## config.mk

```make
export PLATFORM = sky130hd
export DESIGN_NAME = alarm_stage_sequencer
export DESIGN_NICKNAME = d
export VERILOG_FILES = /design/src/rtl/alarm_stage_sequencer.sv
export SDC_FILE = /design/constraint.sdc
export NUM_CORES = 1
export LEC_CHECK = 0
export BUFFER_PORTS_ARGS = -buffer_cell sky130_fd_sc_hd__buf_2
export CAP_MARGIN = 20
export CORE_MARGIN = 1
export CORE_UTILIZATION = 45
export CTS_BUF_LIST = sky130_fd_sc_hd__clkbuf_2
export DETAILED_ROUTE_END_ITERATION = 6
export GPL_TIMING_DRIVEN = 0
export PLACE_DENSITY = 0.64
export SYNTH_ARGS = -nofsm -noshare
export SYNTH_HDL_FRONTEND = slang
export SYNTH_SLANG_ARGS = --single-unit
export TNS_END_PERCENT = 10
```

## constraint.sdc

```tcl
create_clock -name clk -period 5.8 [get_ports clk]
set_input_delay 0.87 -clock clk [delete_from_list [all_inputs] [get_ports clk]]
set_output_delay 0.87 -clock clk [all_outputs]
set_load 0.02 [all_outputs]
```

## src/rtl/alarm_stage_sequencer.sv

```systemverilog
// alarm_stage_sequencer: timed multi-stage game flow for the disarm-alarm design.
// Runs NUM_STAGES answer stages with a per-second countdown and a timed penalty
// after each miss. Cumulative misses reaching MAX_STRIKES give a sticky lockout.
// Problems are pulled from the generator with a valid/take handshake.
module alarm_stage_sequencer #(
  parameter int NUM_STAGES  = 3,
  parameter int ANS_W       = 8,
  parameter int CLK_HZ      = 50_000_000,
  parameter int INIT_SEC    = 1,
  parameter int STAGE_SEC   = 60,
  parameter int PENALTY_SEC = 3,
  parameter int MAX_STRIKES = 3
) (
  input  logic             clk,
  input  logic             rst,
  input  logic             submit,
  input  logic [ANS_W-1:0] answer_in,
  input  logic             prob_valid,
  input  logic [ANS_W-1:0] prob_answer,
  output logic             prob_take,
  output logic [2:0]       state,
  output logic [3:0]       stage,
  output logic [7:0]       secs_left,
  output logic [3:0]       strikes,
  output logic             ev_correct,
  output logic             ev_wrong,
  output logic             ev_timeout
);

  localparam int PRESC_W = (CLK_HZ > 1) ? $clog2(CLK_HZ) : 1;
  localparam logic [PRESC_W-1:0] PRESC_MAX = PRESC_W'(CLK_HZ - 1);

  typedef enum logic [2:0] {
    S_INIT    = 3'd0,
    S_FETCH   = 3'd1,
    S_STAGE   = 3'd2,
    S_PENALTY = 3'd3,
    S_WIN     = 3'd4,
    S_LOCKOUT = 3'd5
  } state_t;

  state_t             state_q;
  logic [3:0]         stage_q;
  logic [7:0]         secs_q;
  logic [3:0]         strikes_q;
  logic [PRESC_W-1:0] presc_q;
  logic [ANS_W-1:0]   ans_q;
  logic               submit_q;
  logic               ev_correct_q;
  logic               ev_wrong_q;
  logic               ev_timeout_q;

  logic       timed;
  logic       tick;
  logic       expiry;
  logic       sub_edge;
  logic       ans_match;
  logic [3:0] strikes_inc;
  logic       lockout_hit;

  // Miss counter saturates rather than wrapping so lockout can never be undone.
  function automatic logic [3:0] sat_inc4(input logic [3:0] v);
    return (v == 4'hF) ? 4'hF : v + 4'd1;
  endfunction

  assign timed       = (state_q == S_INIT) || (state_q == S_STAGE) || (state_q == S_PENALTY);
  assign tick        = timed && (presc_q == PRESC_MAX);
  assign expiry      = tick && (secs_q == 8'd1);
  assign sub_edge    = submit & ~submit_q;
  assign ans_match   = (answer_in == ans_q);
  assign strikes_inc = sat_inc4(strikes_q);
  assign lockout_hit = (strikes_inc >= 4'(MAX_STRIKES));

  assign prob_take  = !rst && (state_q == S_FETCH) && prob_valid;
  assign state      = state_q;
  assign stage      = stage_q;
  assign secs_left  = secs_q;
  assign strikes    = strikes_q;
  assign ev_correct = ev_correct_q;
  assign ev_wrong   = ev_wrong_q;
  assign ev_timeout = ev_timeout_q;

  // Game-flow FSM: state, countdown, prescaler, strikes, latched answer and event pulses.
  always_ff @(posedge clk) begin
    if (rst) begin
      state_q      <= S_INIT;
      stage_q      <= 4'd1;
      secs_q       <= 8'(INIT_SEC);
      strikes_q    <= 4'd0;
      presc_q      <= '0;
      ans_q        <= '0;
      submit_q     <= 1'b0;
      ev_correct_q <= 1'b0;
      ev_wrong_q   <= 1'b0;
      ev_timeout_q <= 1'b0;
    end else begin
      submit_q     <= submit;
      ev_correct_q <= 1'b0;
      ev_wrong_q   <= 1'b0;
      ev_timeout_q <= 1'b0;

      // Free-running second prescaler; transitions below override it to restart at 0.
      if (timed) begin
        presc_q <= tick ? '0 : presc_q + 1'b1;
      end else begin
        presc_q <= '0;
      end
      if (tick && !expiry) begin
        secs_q <= secs_q - 8'd1;
      end

      unique case (state_q)
        S_INIT: begin
          if (expiry) begin
            state_q <= S_FETCH;
            secs_q  <= 8'd0;
            presc_q <= '0;
          end
        end

        S_FETCH: begin
          secs_q <= 8'd0;
          if (prob_valid) begin
            ans_q   <= prob_answer;
            state_q <= S_STAGE;
            secs_q  <= 8'(STAGE_SEC);
            presc_q <= '0;
          end
        end

        S_STAGE: begin
          if (sub_edge && ans_match) begin
            ev_correct_q <= 1'b1;
            secs_q       <= 8'd0;
            presc_q      <= '0;
            if (stage_q == 4'(NUM_STAGES)) begin
              state_q <= S_WIN;
            end else begin
              stage_q <= stage_q + 4'd1;
              state_q <= S_FETCH;
            end
          end else if (sub_edge || expiry) begin
            // A submit edge coinciding with expiry is judged as a submit, not a timeout.
            ev_wrong_q   <= sub_edge;
            ev_timeout_q <= !sub_edge;
            strikes_q    <= strikes_inc;
            presc_q      <= '0;
            if (lockout_hit) begin
              state_q <= S_LOCKOUT;
              secs_q  <= 8'd0;
            end else begin
              state_q <= S_PENALTY;
              secs_q  <= 8'(PENALTY_SEC);
            end
          end
        end

        S_PENALTY: begin
          if (expiry) begin
            state_q <= S_FETCH;
            secs_q  <= 8'd0;
            presc_q <= '0;
          end
        end

        S_WIN, S_LOCKOUT: begin
          secs_q <= 8'd0;
        end

        default: begin
          state_q <= S_LOCKOUT;
          secs_q  <= 8'd0;
        end
      endcase
    end
  end

endmodule

```

==> impl_results.md <==
* CTS tree: done
* Final setup vio count at 0
* CP Cell Sequence: nor2b_1 -> and3_1 -> clkbuf_1 -> nand2_1 -> inv_1 -> buf_2
* TNS Setup at 0 ps
* FMAX at 325 MHz
* Die Span X at 80.4 um
* Crit path depth at 6
* CTS Buf Count at 9
* Warnings, synthesis at 0
* Max VDD drop at between 0.1 and 0.15 mV
* CP endpoint kind: output port
* Die area at 0.00646 sq mm
* Minimum clock period at just over 3000 ps
* Worst Setup EP: prob_take
* Gpl congestion at 0.756
* CTS root buffer: clkbuf_2
* Reg-to-Reg Start: presc_q[6]$_SDFF_PP0_
* DR DRC count at 0
* All-Layer GR Usage at 0.202
* GRT overflow at 0
* Main synth FF type: dfxtp_1
* FF-to-FF path depth at 7
* Synth Instances at 328
* Vias per cell at around 5.2
* Final HPWL DP at 4.20 mm
* Worst path bufs/invs at 3
* Die Y-Extent at 80.4 um
* Cts repair resizes at 0
* Post-CTS setup buffers at 0
* Hold Path Class: register to register
* Post-route ant nets at 0
* CP required at 4930 ps
* Hold Vio Cnt, Final at 0
* Netlist cell types at 46
* Slowest CP cell: dfxtp_1
* FF+latch count, synth at 57
* PD cells at between 200 and 300 mW/mm^2
* Initial Utilization at 0.467
* Slowest cell delay on critical path at 420 ps
* First-pass GRT wire length at roughly 10 mm
* Drt wl/cell at 12.6 um
* Outcome: finished, final reports clean
* Ratio of final minimum period to clock period at 0.530
* Clock skew at ~19 ps
* Unrepaired setup endpoints after global routing: no
* First DRT Iteration DRCs at 61
* Layout cells sized above 1 at 0.167
* Placement Rows at 28
* Synthesis-to-layout area growth at 13.3%
* Crit. Startpoint: state[0]$_SDFFE_PP0P_
* Syn avg cell area at 8.43 sq um
* Layout Utilization at 0.529
* CP Class: register to output port
* Clock tree buffer depth at 2
* Crit path arrival time at 2210 ps
* Post-synth ARST share at 0
* Largest net degree at the start of global routing at 11
* Number of global-route vias before repair at 2312
* FF-to-FF End: presc_q[14]$_SDFF_PP0_
* Worst-Skew Late Latency at 470 ps
* H-tree Lvls at 3
* EDFF count, synth at 0
* Startpoint class of the critical path: register
* CP max FO at 9
* CP top delay family: simple AND/OR/NAND/NOR gates
* I/O pin cnt at 43
* R2R Setup Slk at 3480 ps
* Initial antenna violation count at 0
* Core ar. at 0.00592 sq mm
* Worst slew pin tran at roughly 690 ps
* Rel. slew slack at 0.537
* Worst Hold Slack at 478 ps
* Cts hold-fix bufs at 0
* Number of antenna repair diodes at 0
* Total Nets Final at approximately 410
* Fin. max-slew vios at 0
* Max Cap Viol at 0
* Synthesized area at 0.00277 sq mm
* P_leak at 1.21 nW
* Detailed Route WL at 5.75 mm
* Post-synthesis sequential area ratio at 0.413
* Mapped Nets at between 300 and 400
* Worst-path clk slew at about 150 ps
* Via count at 2376
* Port bufs at 41
* Pre-antenna DRT Iters at 4
* Clk sinks at 57
==> layout make-up <==
class / count / area (sq um)
multi-input cells: 251 / 1550
fillers: 571 / 2790
plain buffers: 10 / 38.8
clock buffers: 11 / 55.1
repair buffers: 42 / 210
flip-flops and latches: 57 / 1140
inverters: 10 / 37.5
clock inverters: 2 / 8.76
well taps: 75 / 93.8
==> flip-flops by register name (all words and copies together) (netlist names) <==
signal and flops:
state 3, secs_left 8, stage 4, ans_q 8
ev_timeout 1, ev_wrong 1, strikes 4, ev_correct 1
presc_q 26, submit_q 1
==> power by group <==
group	total, mW	internal [mW]	switching (mW)
logic	0.220	0.0799	0.140
registers	0.448	0.418	0.0296
clock network	0.193	0.0514	0.141
==> worst reg2reg max path, cell delays in order, from the launching register on <==
cell and delay [ps]:
dfxtp_1 440, or4b_4 510, nor4_4 220, nand3_1 140, buf_2 210, nand2_1 210, clkbuf_1 390, nor2_1 100
==> cells by family after synthesis <==
group           synth area share
fa+ha+maj                 0.0226
compound gates            0.0968
buf+inv                   0.0276
xor+xnor                   0.117
flops                      0.413
simple gates               0.323
==> worst min path at each step <==
stage,start,end,cells after the start
after CTS,ans_q[7]$_SDFFE_PP0P_,ans_q[7]$_SDFFE_PP0P_,2
after detailed placement,ans_q[7]$_SDFFE_PP0P_,ans_q[7]$_SDFFE_PP0P_,2
after global placement,ans_q[3]$_SDFFE_PP0P_,ans_q[3]$_SDFFE_PP0P_,2
after global routing,ans_q[6]$_SDFFE_PP0P_,ans_q[6]$_SDFFE_PP0P_,2
final,ans_q[3]$_SDFFE_PP0P_,ans_q[3]$_SDFFE_PP0P_,2
after floorplan,presc_q[0]$_SDFF_PP0_,presc_q[0]$_SDFF_PP0_,1
==> Yosys cell counts (all sizes together) (2+ instances only) <==
library cell	n	area (sq um)
nand2	40	150
or4	4	30.0
nor4	11	83.8
o21ai	11	55.1
clkbuf	9	33.8
nor2b	6	37.5
nand4	7	58.8
and2	2	12.5
nor3b	2	15.0
inv	10	37.5
nor3	11	60.1
a311oi	2	17.5
a21oi	16	80.1
or4b	2	23.8
and4b	2	20.0
nand3	18	90.1
ha	5	62.6
xnor2	21	184
nand2b	8	50.1
and3	11	72.6
nor2	39	146
nand4b	2	17.5
dfxtp	57	1140
xor2	16	140
==> layer usage <==
metal | GRT usage | vias to the layer above | share of wire | wire, um
met3 | 0.0466 | 9 | 0.027 | 154
met2 | 0.329 | 34 | 0.47 | 2690
met5 | 0 | - | 0 | 0
li1 | - | 1245 | - | -
met1 | 0.244 | 1088 | 0.49 | 2820
met4 | 0.107 | 0 | 0.015 | 88
==> stage by stage <==
stage               setup slack [ps]  power, mW  instances  area, sq um
global placement                2910      0.676        444         3060
finish                          2720      0.860        458         3130
CTS                             2640      0.870        457         3130
global route                    2430      0.919        458         3130
detailed placement              2890      0.678        444         3060
floorplan                       3400      0.615        328         2770
==> cell usage in the layout, fill, tap and decap left out, types with 8 or more instances in the layout <==
cell and instances:
a21oi_1 16, and3_1 8, buf_2 43, clkbuf_1 9, clkbuf_2 11, dfxtp_1 57
inv_1 10, nand2_1 40, nand2b_1 8, nand3_1 18, nor2_1 39, nor3_1 10
nor4_1 10, o21ai_0 10, xnor2_1 21, xor2_1 16
Note: power is estimated with default switching activity, not from simulation.
